--- src/rtl/pwm_cfg_pkg.sv ---
// Shared definitions for the PWM configuration path: field encodings,
// value ranges and widths used by the button controller and the generator.
package pwm_cfg_pkg;

  localparam int DUTY_W   = 7;
  localparam int POW_W    = 2;
  localparam int DUTY_MAX = 99;
  localparam int POW_MAX  = 3;

  // Button indices into the per-button vectors of the controller
  localparam int BTN_UP   = 0;
  localparam int BTN_DOWN = 1;
  localparam int BTN_SEL  = 2;
  localparam int BTN_N    = 3;

  typedef enum logic [1:0] {
    FIELD_DUTY = 2'd0,
    FIELD_POW2 = 2'd1,
    FIELD_POW5 = 2'd2
  } edit_field_e;

  // Field rotation DUTY -> POW2 -> POW5 -> DUTY; the unused code 3 falls
  // back to DUTY so a corrupted state register recovers on the next SEL.
  function automatic edit_field_e next_field(input edit_field_e field);
    case (field)
      FIELD_DUTY: return FIELD_POW2;
      FIELD_POW2: return FIELD_POW5;
      default:    return FIELD_DUTY;
    endcase
  endfunction

  // One saturating step up or down inside 0..max_value, never wrapping.
  function automatic int sat_step(input int value, input int max_value, input logic up);
    if (up) begin
      return (value >= max_value) ? value : value + 1;
    end
    return (value <= 0) ? 0 : value - 1;
  endfunction

endpackage

--- src/rtl/pwm_button_ctrl_btn.sv ---
// Per-button front end: two-flop synchroniser, counter-based debouncer and
// a press-event generator with optional hold-to-repeat.
module btn_debounce #(
  parameter int DEBOUNCE_CYCLES = 1_000_000,
  parameter bit REPEAT_EN       = 1'b1,
  parameter int REPEAT_DELAY    = 25_000_000,
  parameter int REPEAT_RATE     = 5_000_000
) (
  input  logic clk,
  input  logic rst_n,
  input  logic btn_raw,
  output logic press
);

  localparam int DB_W   = $clog2(DEBOUNCE_CYCLES + 1);
  localparam int RP_MAX = (REPEAT_DELAY > REPEAT_RATE) ? REPEAT_DELAY : REPEAT_RATE;
  localparam int RP_W   = $clog2(RP_MAX + 1);

  localparam logic [DB_W-1:0] DB_LAST   = DB_W'(DEBOUNCE_CYCLES - 1);
  localparam logic [RP_W-1:0] RP_DELAY  = RP_W'(REPEAT_DELAY);
  localparam logic [RP_W-1:0] RP_RATE   = RP_W'(REPEAT_RATE);

  logic            sync1_reg;
  logic            sync2_reg;
  logic [DB_W-1:0] db_cnt_reg;
  logic            level_reg;
  logic            level_d_reg;
  logic [RP_W-1:0] rp_cnt_reg;
  logic            rp_active_reg;
  logic [RP_W-1:0] rp_limit;
  logic            rp_fire;
  logic            rise;

  // Bring the asynchronous button into the clock domain
  always_ff @(posedge clk or negedge rst_n) begin
    if (!rst_n) begin
      sync1_reg <= 1'b0;
      sync2_reg <= 1'b0;
    end else begin
      sync1_reg <= btn_raw;
      sync2_reg <= sync1_reg;
    end
  end

  // Accept a new level only after DEBOUNCE_CYCLES consecutive differing samples
  always_ff @(posedge clk or negedge rst_n) begin
    if (!rst_n) begin
      db_cnt_reg <= '0;
      level_reg  <= 1'b0;
    end else if (sync2_reg == level_reg) begin
      db_cnt_reg <= '0;
    end else if (db_cnt_reg == DB_LAST) begin
      db_cnt_reg <= '0;
      level_reg  <= sync2_reg;
    end else begin
      db_cnt_reg <= db_cnt_reg + DB_W'(1);
    end
  end

  // Delayed copy of the debounced level for rising-edge detection
  always_ff @(posedge clk or negedge rst_n) begin
    if (!rst_n) begin
      level_d_reg <= 1'b0;
    end else begin
      level_d_reg <= level_reg;
    end
  end

  assign rise = level_reg & ~level_d_reg;

  // Hold timer: counts cycles since the last event while the level stays high.
  // The counter is 0 in the initial press cycle, so comparing against the
  // limit gives the first repeat exactly REPEAT_DELAY cycles later; reloading
  // with 1 keeps the following repeats REPEAT_RATE cycles apart.
  assign rp_limit = rp_active_reg ? RP_RATE : RP_DELAY;
  assign rp_fire  = REPEAT_EN && level_reg && (rp_cnt_reg == rp_limit);

  // Repeat timer state, cleared whenever the button is released
  always_ff @(posedge clk or negedge rst_n) begin
    if (!rst_n) begin
      rp_cnt_reg    <= '0;
      rp_active_reg <= 1'b0;
    end else if (!REPEAT_EN || !level_reg) begin
      rp_cnt_reg    <= '0;
      rp_active_reg <= 1'b0;
    end else if (rp_fire) begin
      rp_cnt_reg    <= RP_W'(1);
      rp_active_reg <= 1'b1;
    end else begin
      rp_cnt_reg    <= rp_cnt_reg + RP_W'(1);
    end
  end

  assign press = rise | rp_fire;

endmodule

--- src/rtl/pwm_button_ctrl.sv ---
// Front-panel controller: turns UP/DOWN/SEL buttons into edits of the PWM
// generator configuration (duty_cycle, pow2, pow5) with saturating limits.
module pwm_button_ctrl
  import pwm_cfg_pkg::*;
#(
  parameter int DEBOUNCE_CYCLES = 1_000_000,
  parameter int REPEAT_DELAY    = 25_000_000,
  parameter int REPEAT_RATE     = 5_000_000,
  parameter int DUTY_RESET      = 50
) (
  input  logic              clk,
  input  logic              rst_n,
  input  logic              btn_up,
  input  logic              btn_down,
  input  logic              btn_sel,
  output logic [DUTY_W-1:0] duty_cycle,
  output logic [POW_W-1:0]  pow2,
  output logic [POW_W-1:0]  pow5,
  output logic [1:0]        edit_field,
  output logic              cfg_changed
);

  // An out-of-range reset value is clamped so the output range always holds
  localparam int DUTY_INIT = (DUTY_RESET > DUTY_MAX) ? DUTY_MAX :
                             (DUTY_RESET < 0)        ? 0 : DUTY_RESET;

  logic [BTN_N-1:0]  btn_raw;
  logic [BTN_N-1:0]  btn_evt;
  logic              up_evt;
  logic              down_evt;
  logic              sel_evt;
  logic              edit_en;

  edit_field_e       field_reg;
  edit_field_e       field_next;
  logic [DUTY_W-1:0] duty_reg;
  logic [DUTY_W-1:0] duty_next;
  logic [POW_W-1:0]  pow2_reg;
  logic [POW_W-1:0]  pow2_next;
  logic [POW_W-1:0]  pow5_reg;
  logic [POW_W-1:0]  pow5_next;
  logic              cfg_changed_reg;
  logic              cfg_changed_next;

  assign btn_raw = {btn_sel, btn_down, btn_up};

  genvar gi;
  generate
    for (gi = 0; gi < BTN_N; gi++) begin : g_btn
      btn_debounce #(
        .DEBOUNCE_CYCLES (DEBOUNCE_CYCLES),
        .REPEAT_EN       (gi != BTN_SEL),
        .REPEAT_DELAY    (REPEAT_DELAY),
        .REPEAT_RATE     (REPEAT_RATE)
      ) u_btn (
        .clk     (clk),
        .rst_n   (rst_n),
        .btn_raw (btn_raw[gi]),
        .press   (btn_evt[gi])
      );
    end
  endgenerate

  assign up_evt   = btn_evt[BTN_UP];
  assign down_evt = btn_evt[BTN_DOWN];
  assign sel_evt  = btn_evt[BTN_SEL];

  // SEL takes priority; UP and DOWN together cancel each other
  assign edit_en = !sel_evt && (up_evt ^ down_evt);

  // Edit-field state register
  always_ff @(posedge clk or negedge rst_n) begin
    if (!rst_n) begin
      field_reg <= FIELD_DUTY;
    end else begin
      field_reg <= field_next;
    end
  end

  // Edit-field next state: advance on every SEL event
  always_comb begin
    field_next = field_reg;
    if (sel_evt) begin
      field_next = next_field(field_reg);
    end
  end

  // Saturating update of the selected value and change detection
  always_comb begin
    duty_next        = duty_reg;
    pow2_next        = pow2_reg;
    pow5_next        = pow5_reg;
    cfg_changed_next = 1'b0;
    if (edit_en) begin
      case (field_reg)
        FIELD_DUTY: duty_next = DUTY_W'(sat_step(int'(duty_reg), DUTY_MAX, up_evt));
        FIELD_POW2: pow2_next = POW_W'(sat_step(int'(pow2_reg), POW_MAX, up_evt));
        FIELD_POW5: pow5_next = POW_W'(sat_step(int'(pow5_reg), POW_MAX, up_evt));
        default: ;
      endcase
    end
    cfg_changed_next = (duty_next != duty_reg) || (pow2_next != pow2_reg) ||
                       (pow5_next != pow5_reg);
  end

  // Configuration registers; cfg_changed is registered alongside the values
  // so the pulse lines up with the cycle the new value appears
  always_ff @(posedge clk or negedge rst_n) begin
    if (!rst_n) begin
      duty_reg        <= DUTY_W'(DUTY_INIT);
      pow2_reg        <= '0;
      pow5_reg        <= '0;
      cfg_changed_reg <= 1'b0;
    end else begin
      duty_reg        <= duty_next;
      pow2_reg        <= pow2_next;
      pow5_reg        <= pow5_next;
      cfg_changed_reg <= cfg_changed_next;
    end
  end

  assign duty_cycle  = duty_reg;
  assign pow2        = pow2_reg;
  assign pow5        = pow5_reg;
  assign edit_field  = field_reg;
  assign cfg_changed = cfg_changed_reg;

endmodule

--- config.mk ---
export PLATFORM = sky130hd
export DESIGN_NAME = pwm_button_ctrl
export DESIGN_NICKNAME = d
export VERILOG_FILES = /design/src/rtl/pwm_cfg_pkg.sv /design/src/rtl/pwm_button_ctrl_btn.sv /design/src/rtl/pwm_button_ctrl.sv
export SDC_FILE = /design/constraint.sdc
export NUM_CORES = 1
export LEC_CHECK = 0
export BUFFER_PORTS_ARGS = -buffer_cell sky130_fd_sc_hd__buf_2
export CAP_MARGIN = 20
export CORE_MARGIN = 3
export CORE_UTILIZATION = 55
export DETAILED_ROUTE_END_ITERATION = 12
export PLACE_DENSITY = 0.72
export SLEW_MARGIN = 20
export SYNTH_ARGS = -nofsm -noshare
export SYNTH_HDL_FRONTEND = slang
export SYNTH_SLANG_ARGS = --single-unit
export TNS_END_PERCENT = 30
--- constraint.sdc ---
create_clock -name clk -period 4.82 [get_ports clk]
set_clock_uncertainty 0.05 [all_clocks]
set_input_delay 0.723 -clock clk [delete_from_list [all_inputs] [get_ports clk]]
set_output_delay 0.723 -clock clk [all_outputs]
set_load 0.05 [all_outputs]
* Word level (Yosys, flattened, before mapping)
Cells that the tools add are included.
Word-level totals: register bits 138
Operators by class: add/sub/neg operators 11, $lt $le $gt $ge 6, equality and inequality tests 15, mux-type cells 42, bitwise logic cells 12, reduce and logical (&&, ||, !) cells 10
Operator list (number):
- 25-bit two-way mux | 6
- 20-bit two-way mux | 6
- 20-bit by 1-bit adder with 20-bit output, second input constant | 3
- 20-bit equality test, second input constant | 3
- 25-bit by 1-bit adder with 25-bit output, second input constant | 2
- 25-bit equality test | 2
- 7-bit two-way mux | 6
- 2-bit two-way mux | 12
- 1-bit two-way mux | 11
- 7-bit by 1-bit adder with 7-bit output, second input constant | 1
- 7-bit greater-or-equal comparator, second input constant | 1
- 7-bit by 1-bit less-or-equal comparator with 1-bit output, second input constant | 1
- 7-bit inequality test | 1
- 7-bit by 1-bit subtractor with 7-bit output, second input constant | 1
- 1-bit NOT | 6
- 2-bit AND reduction | 3
- 2-bit by 1-bit adder with 2-bit output, second input constant | 2
- 2-bit greater-or-equal comparator, second input constant | 2
- 2-bit by 1-bit less-or-equal comparator with 1-bit output, second input constant | 2
- 2-bit inequality test | 2
- 2-bit inequality test, second input constant | 2
- 2-bit one-hot mux with 2 select lines | 1
- 2-bit by 1-bit subtractor with 2-bit output, second input constant | 2
- 1-bit bitwise AND | 3
- 9 further kinds | 15

* Logic depth before layout (Yosys ltp)
depth in word-level cells 13, depth in mapped cells 10, mapped depth without buffers 9

* Cells and area by module
Synthesis repeated with hierarchy kept, for this count alone.
Unflattened totals: cells, all modules 730, area, all modules 7199.4 sq um
By module, submodules not included:
- btn_debounce (g_btn[0].u_btn ...) | times used 2, cells each 257, area an instance 2543.7 sq um, sequential area each 1251.2 sq um
- btn_debounce (g_btn[2].u_btn) | times used 1, cells each 110, area an instance 1146.1 sq um, sequential area each 600.6 sq um
- pwm_button_ctrl | times used 1, cells each 106, area an instance 965.9 sq um, sequential area each 354.1 sq um

* Worst setup path after synthesis
Ideal clock, no wire load.
kind reg-to-reg, start register duty_reg[0] (netlist: duty_cycle[0]), end register cfg_changed_reg (netlist: cfg_changed), library setup time 0.140 ns, data arrival time 2.258 ns, required time 4.630 ns, setup slack 2.372 ns, cell stages (with the launch flop) 9, path buffers 0, period minus slack after synthesis 2.448 ns, cell sequence dfrtp_1 -> inv_1 -> ha_1 -> nor3b_1 -> and2_1 -> nor4_1 -> o211ai_1 -> nor4b_1 -> o2111ai_1
On the way: longest elaborated chain between the ends 9, elaborated cells between the ends (all ways) 13, those cells by class add/sub (2); order compare (2); eq/ne (1); mux (6); reduce/logical (2)
RTL lines:
- from (decl) | line pwm_button_ctrl.sv:36 | logic [DUTY_W-1:0] duty_reg;
- from (signal assigned) | line pwm_button_ctrl.sv:110 | duty_reg <= DUTY_W'(DUTY_INIT);
- from (signal assigned) | line pwm_button_ctrl.sv:115 | duty_reg <= duty_next;
- 7-bit by 1-bit adder with 7-bit output / 7-bit greater-or-equal comparator (equally long branches) | line pwm_cfg_pkg.sv:35 | return (value >= max_value) ? value : value + 1;
- 7-bit two-way mux | line pwm_cfg_pkg.sv:35
- 7-bit two-way mux | line pwm_cfg_pkg.sv:34 | if (up) begin
- 7-bit two-way mux | line pwm_cfg_pkg.sv:37 | return (value <= 0) ? 0 : value - 1;
- 7-bit two-way mux | line pwm_button_ctrl.sv:95 | case (field_reg)
- 7-bit two-way mux | line pwm_button_ctrl.sv:94 | if (edit_en) begin
- 7-bit inequality test * | line pwm_button_ctrl.sv:102 | cfg_changed_next = (duty_next != duty_reg) || (pow2_next != pow2_reg) ||
- 1-bit logical OR * (2 in a row) | line pwm_button_ctrl.sv:102
- named net cfg_changed_next | line pwm_button_ctrl.sv:43 | logic cfg_changed_next;
- to (signal assigned) | line pwm_button_ctrl.sv:118 | cfg_changed_reg <= cfg_changed_next;
- to (decl) | line pwm_button_ctrl.sv:42 | logic cfg_changed_reg;
The timed path passes the listed nets; every way through them passes the cells marked *. A chain may end at the register's enable or synchronous reset.

* Worst setup path in the final report
start register g_btn[0].u_btn.rp_cnt_reg[3], end register duty_reg[6] (netlist: duty_cycle[6])
On the way: longest elaborated chain between the ends 9, elaborated cells between the ends (all ways) 12, those cells by class eq/ne (1); mux (7); bitwise (2); reduce/logical (2)
RTL lines:
- from (decl) | line pwm_button_ctrl_btn.sv:28 | logic [RP_W-1:0] rp_cnt_reg;
- from (signal assigned) | line pwm_button_ctrl_btn.sv:90 | rp_cnt_reg <= rp_cnt_reg + RP_W'(1);
- 25-bit equality test * | line pwm_button_ctrl_btn.sv:76 | assign rp_fire = REPEAT_EN && level_reg && (rp_cnt_reg == rp_limit);
- 1-bit logical AND * | line pwm_button_ctrl_btn.sv:76
- 1-bit bitwise OR * | line pwm_button_ctrl_btn.sv:94 | assign press = rise | rp_fire;
- 1-bit two-way mux | line pwm_cfg_pkg.sv:34
- 1-bit two-way mux | line pwm_button_ctrl.sv:95
- 1-bit two-way mux | line pwm_button_ctrl.sv:94
- 7-bit two-way mux | line pwm_cfg_pkg.sv:37
- 7-bit two-way mux | line pwm_button_ctrl.sv:95
- 7-bit two-way mux * | line pwm_button_ctrl.sv:94
- named net duty_next[6] | line pwm_button_ctrl.sv:37 | logic [DUTY_W-1:0] duty_next;
The timed path passes the listed nets; every way through them passes the cells marked *. The select of a mux whose other input is x is not followed.

==> impl_metrics.toml <==
[setup_path]
worstSetupPathType = "reg -> reg"
arrival_ps = 3030
crit_path_top_delay_cell = "or4_4"
path_cells = "or4_4 > nor4_4 > o211a_4 > nor2_4 > xnor2_4 > nand2_1 > o41ai_2"
cp_max_fo = 12
worstSetupStartpointType = "flop"
end_kind = "flop"
cp_data_required_time_ps = 5090
cp_slowest_stage_delay_ps = 560
crit_buf_inv = 0
crit_family = "simple AND/OR/NAND/NOR gates"

[clocking]
root_buffer = "clkbuf_16"
ctsHtreeMaxLevel = 4
cts_resized = 0
numCtsBuffers = 17
clk_path_buf_depth = 2
hold_buffers = 0
clock_latency_ps = 430
cts_sinks = 138
post_cts_buffers = 0
cts_tree = "done"
clkTransAtPathRegs_ps = 60

[routing]
wl_um = 13700
routedWlPerCell_um = 14.7
num_vias = 5291
drtPass1Iterations = 5
drc = 0
ant_nets = 0
vias_per_cell = 5.68
drtIter0Drc = 454

[yosys]
synth_edf_count = 0
synth_top_flop_cell = "dfrtp_1"
syn_inst = 730
ys_warn_count = 0
syn_area_um2 = 7050
syn_nets = 745
yosysSeqAreaShare = 0.490
synth-seq-cells = 138
avgSynthCellArea_um2 = 9.66
async_reset_ff_frac = 1.00
synth.distinct_cells = 66

[global_route]
antenna_found_initial = 0
grt_pass1_wl_um = 23800
grt_max_degree = 108
grt_use_total = 0.208
grt_pass1_vias = 5013
grt_overflow = 0

[cells_and_area]
area_growth_pct = 11.1
final-seq-area_um2 = 3460
final_cells = 931
stdcell_area_um2 = 7830
drive_gt1_frac = 0.0996
largest_reg_flops = 60
final_core_util = 0.639
final_common_cell = "dfrtp_1"
final_cell_mix = "dfrtp_1, nor2_1, nand2_1, nand3_1, xnor2_1"
n_antenna_cell = 0
final_nets = 766
fillers = 997
multi_input_area_um2 = 3440

[power]
combinationalPowerShare = 0.018
seq_power_share = 0.487
design_power_total_w = 0.00241
p_int_w = 0.00189
p_per_area_nw_per_um2 = 308
power_switching_w = 0.000522
vdd_drop_max_mv = 0.273
switching_share = 0.216
p_leak_nw = 3.28
power_frac_clock = 0.495

[timing]
max_freq_ghz = 0.361
worst_slew_pin_slew_ps = 947
period_minus_slack_ps = 2770
fin_setup_tns_ps = 0
final_hold_viol_count = 0
setup_violations = 0
final_max_slew_viol_count = 0
period_share = 0.574
grt_setup_unrepaired = "no"
slew_headroom = 0.369

[floorplan]
core_area_um2 = 12300
die_h_um = 119
dieArea_um2 = 14200
ioPinCount = 19
die_w_um = 119
start_util = 0.575
rows = 40

[place]
dp.cells = 900
io_buffers = 18
place_area_um2 = 7290
gp_congestion = 0.944
place_hpwl_um = 9070

[run_status]
status = "complete, no violations"

[min_path]
hold_path.class = "reg -> reg"

[flow_run]
maxCapViolCount = 0
## final timing paths
path                                               from                            end  slack [ps]  depth (start not counted)
max                        g_btn[0].u_btn.rp_cnt_reg[3]                  duty_cycle[6]        2050                          7
min                            g_btn[1].u_btn.sync1_reg       g_btn[1].u_btn.sync2_reg         300                          0
max reg2reg                g_btn[0].u_btn.rp_cnt_reg[3]                  duty_cycle[6]        2050                          7
min reg2reg                    g_btn[1].u_btn.sync1_reg       g_btn[1].u_btn.sync2_reg         300                          0
max in group asynchronous                         rst_n   g_btn[0].u_btn.db_cnt_reg[3]        3370                          2
min in group asynchronous                         rst_n  g_btn[1].u_btn.rp_cnt_reg[19]         360                          1
## metal layers
metal,wire length (um),global-route usage,vias up
met5,0,0,-
met4,161,0.0811,0
met3,634,0.0613,19
met2,6260,0.304,114
met1,6620,0.291,2564
li1,-,-,2594
## cell type report
class	count	share of cell area
Timing Repair Buffer	19	0.0133
Multi-Input combinational cell	555	0.440
Sequential cell	138	0.441
Tap cell	168	0.0268
Clock buffer	20	0.0570
Clock inverter	11	0.0125
Inverter	20	0.00958
## cell usage after synthesis (4+ instances only)
| library cell | number | area [um2] |
|---|---|---|
| and2_1 | 7 | 43.8 |
| clkbuf_1 | 13 | 48.8 |
| nand4_1 | 16 | 100 |
| nand2_1 | 50 | 188 |
| and4_1 | 5 | 43.8 |
| nor4_1 | 10 | 62.6 |
| o211ai_1 | 4 | 30.0 |
| dfrtp_1 | 135 | 3380 |
| nand3_1 | 49 | 245 |
| o21ai_0 | 24 | 120 |
| xor2_1 | 44 | 385 |
| ha_1 | 10 | 125 |
| and3_1 | 28 | 175 |
| a21boi_0 | 4 | 30.0 |
| or3_1 | 14 | 87.6 |
| nor2_1 | 126 | 473 |
| a21oi_1 | 23 | 115 |
| a31oi_1 | 7 | 43.8 |
| mux2_2 | 5 | 56.3 |
| nor3_1 | 17 | 85.1 |
| xnor2_1 | 48 | 420 |
| nor2b_1 | 4 | 25.0 |
| inv_1 | 20 | 75.1 |
## stage by stage
step,setup WS (ps),hold WS [ps]
5_1_grt,1890,307
3_5_place_dp,2100,285
2_1_floorplan,2370,281
6_report,2050,297
3_3_place_gp,2170,282
4_1_cts,2070,297
## power by group through the flow
stage          clock (W)  sequential [W]  combinational [W]
2_1_floorplan          0         0.00119          0.0000155
3_3_place_gp           0         0.00120          0.0000438
3_5_place_dp           0         0.00120          0.0000452
4_1_cts          0.00122         0.00118          0.0000459
5_1_grt          0.00128         0.00118          0.0000513
6_report         0.00120         0.00118          0.0000428
## kinds of logic after synthesis
| family | Yosys count | share of synthesized area |
|---|---|---|
| AO/OA/AOI/OAI | 85 | 0.0779 |
| AND/OR/NAND/NOR | 361 | 0.265 |
| flip-flops | 138 | 0.490 |
| multiplexers | 6 | 0.00941 |
| adder cells (fa/ha/maj) | 10 | 0.0177 |
| buffers and inverters | 37 | 0.0211 |
| XOR/XNOR | 93 | 0.118 |
(Power assumes the default switching activity.)
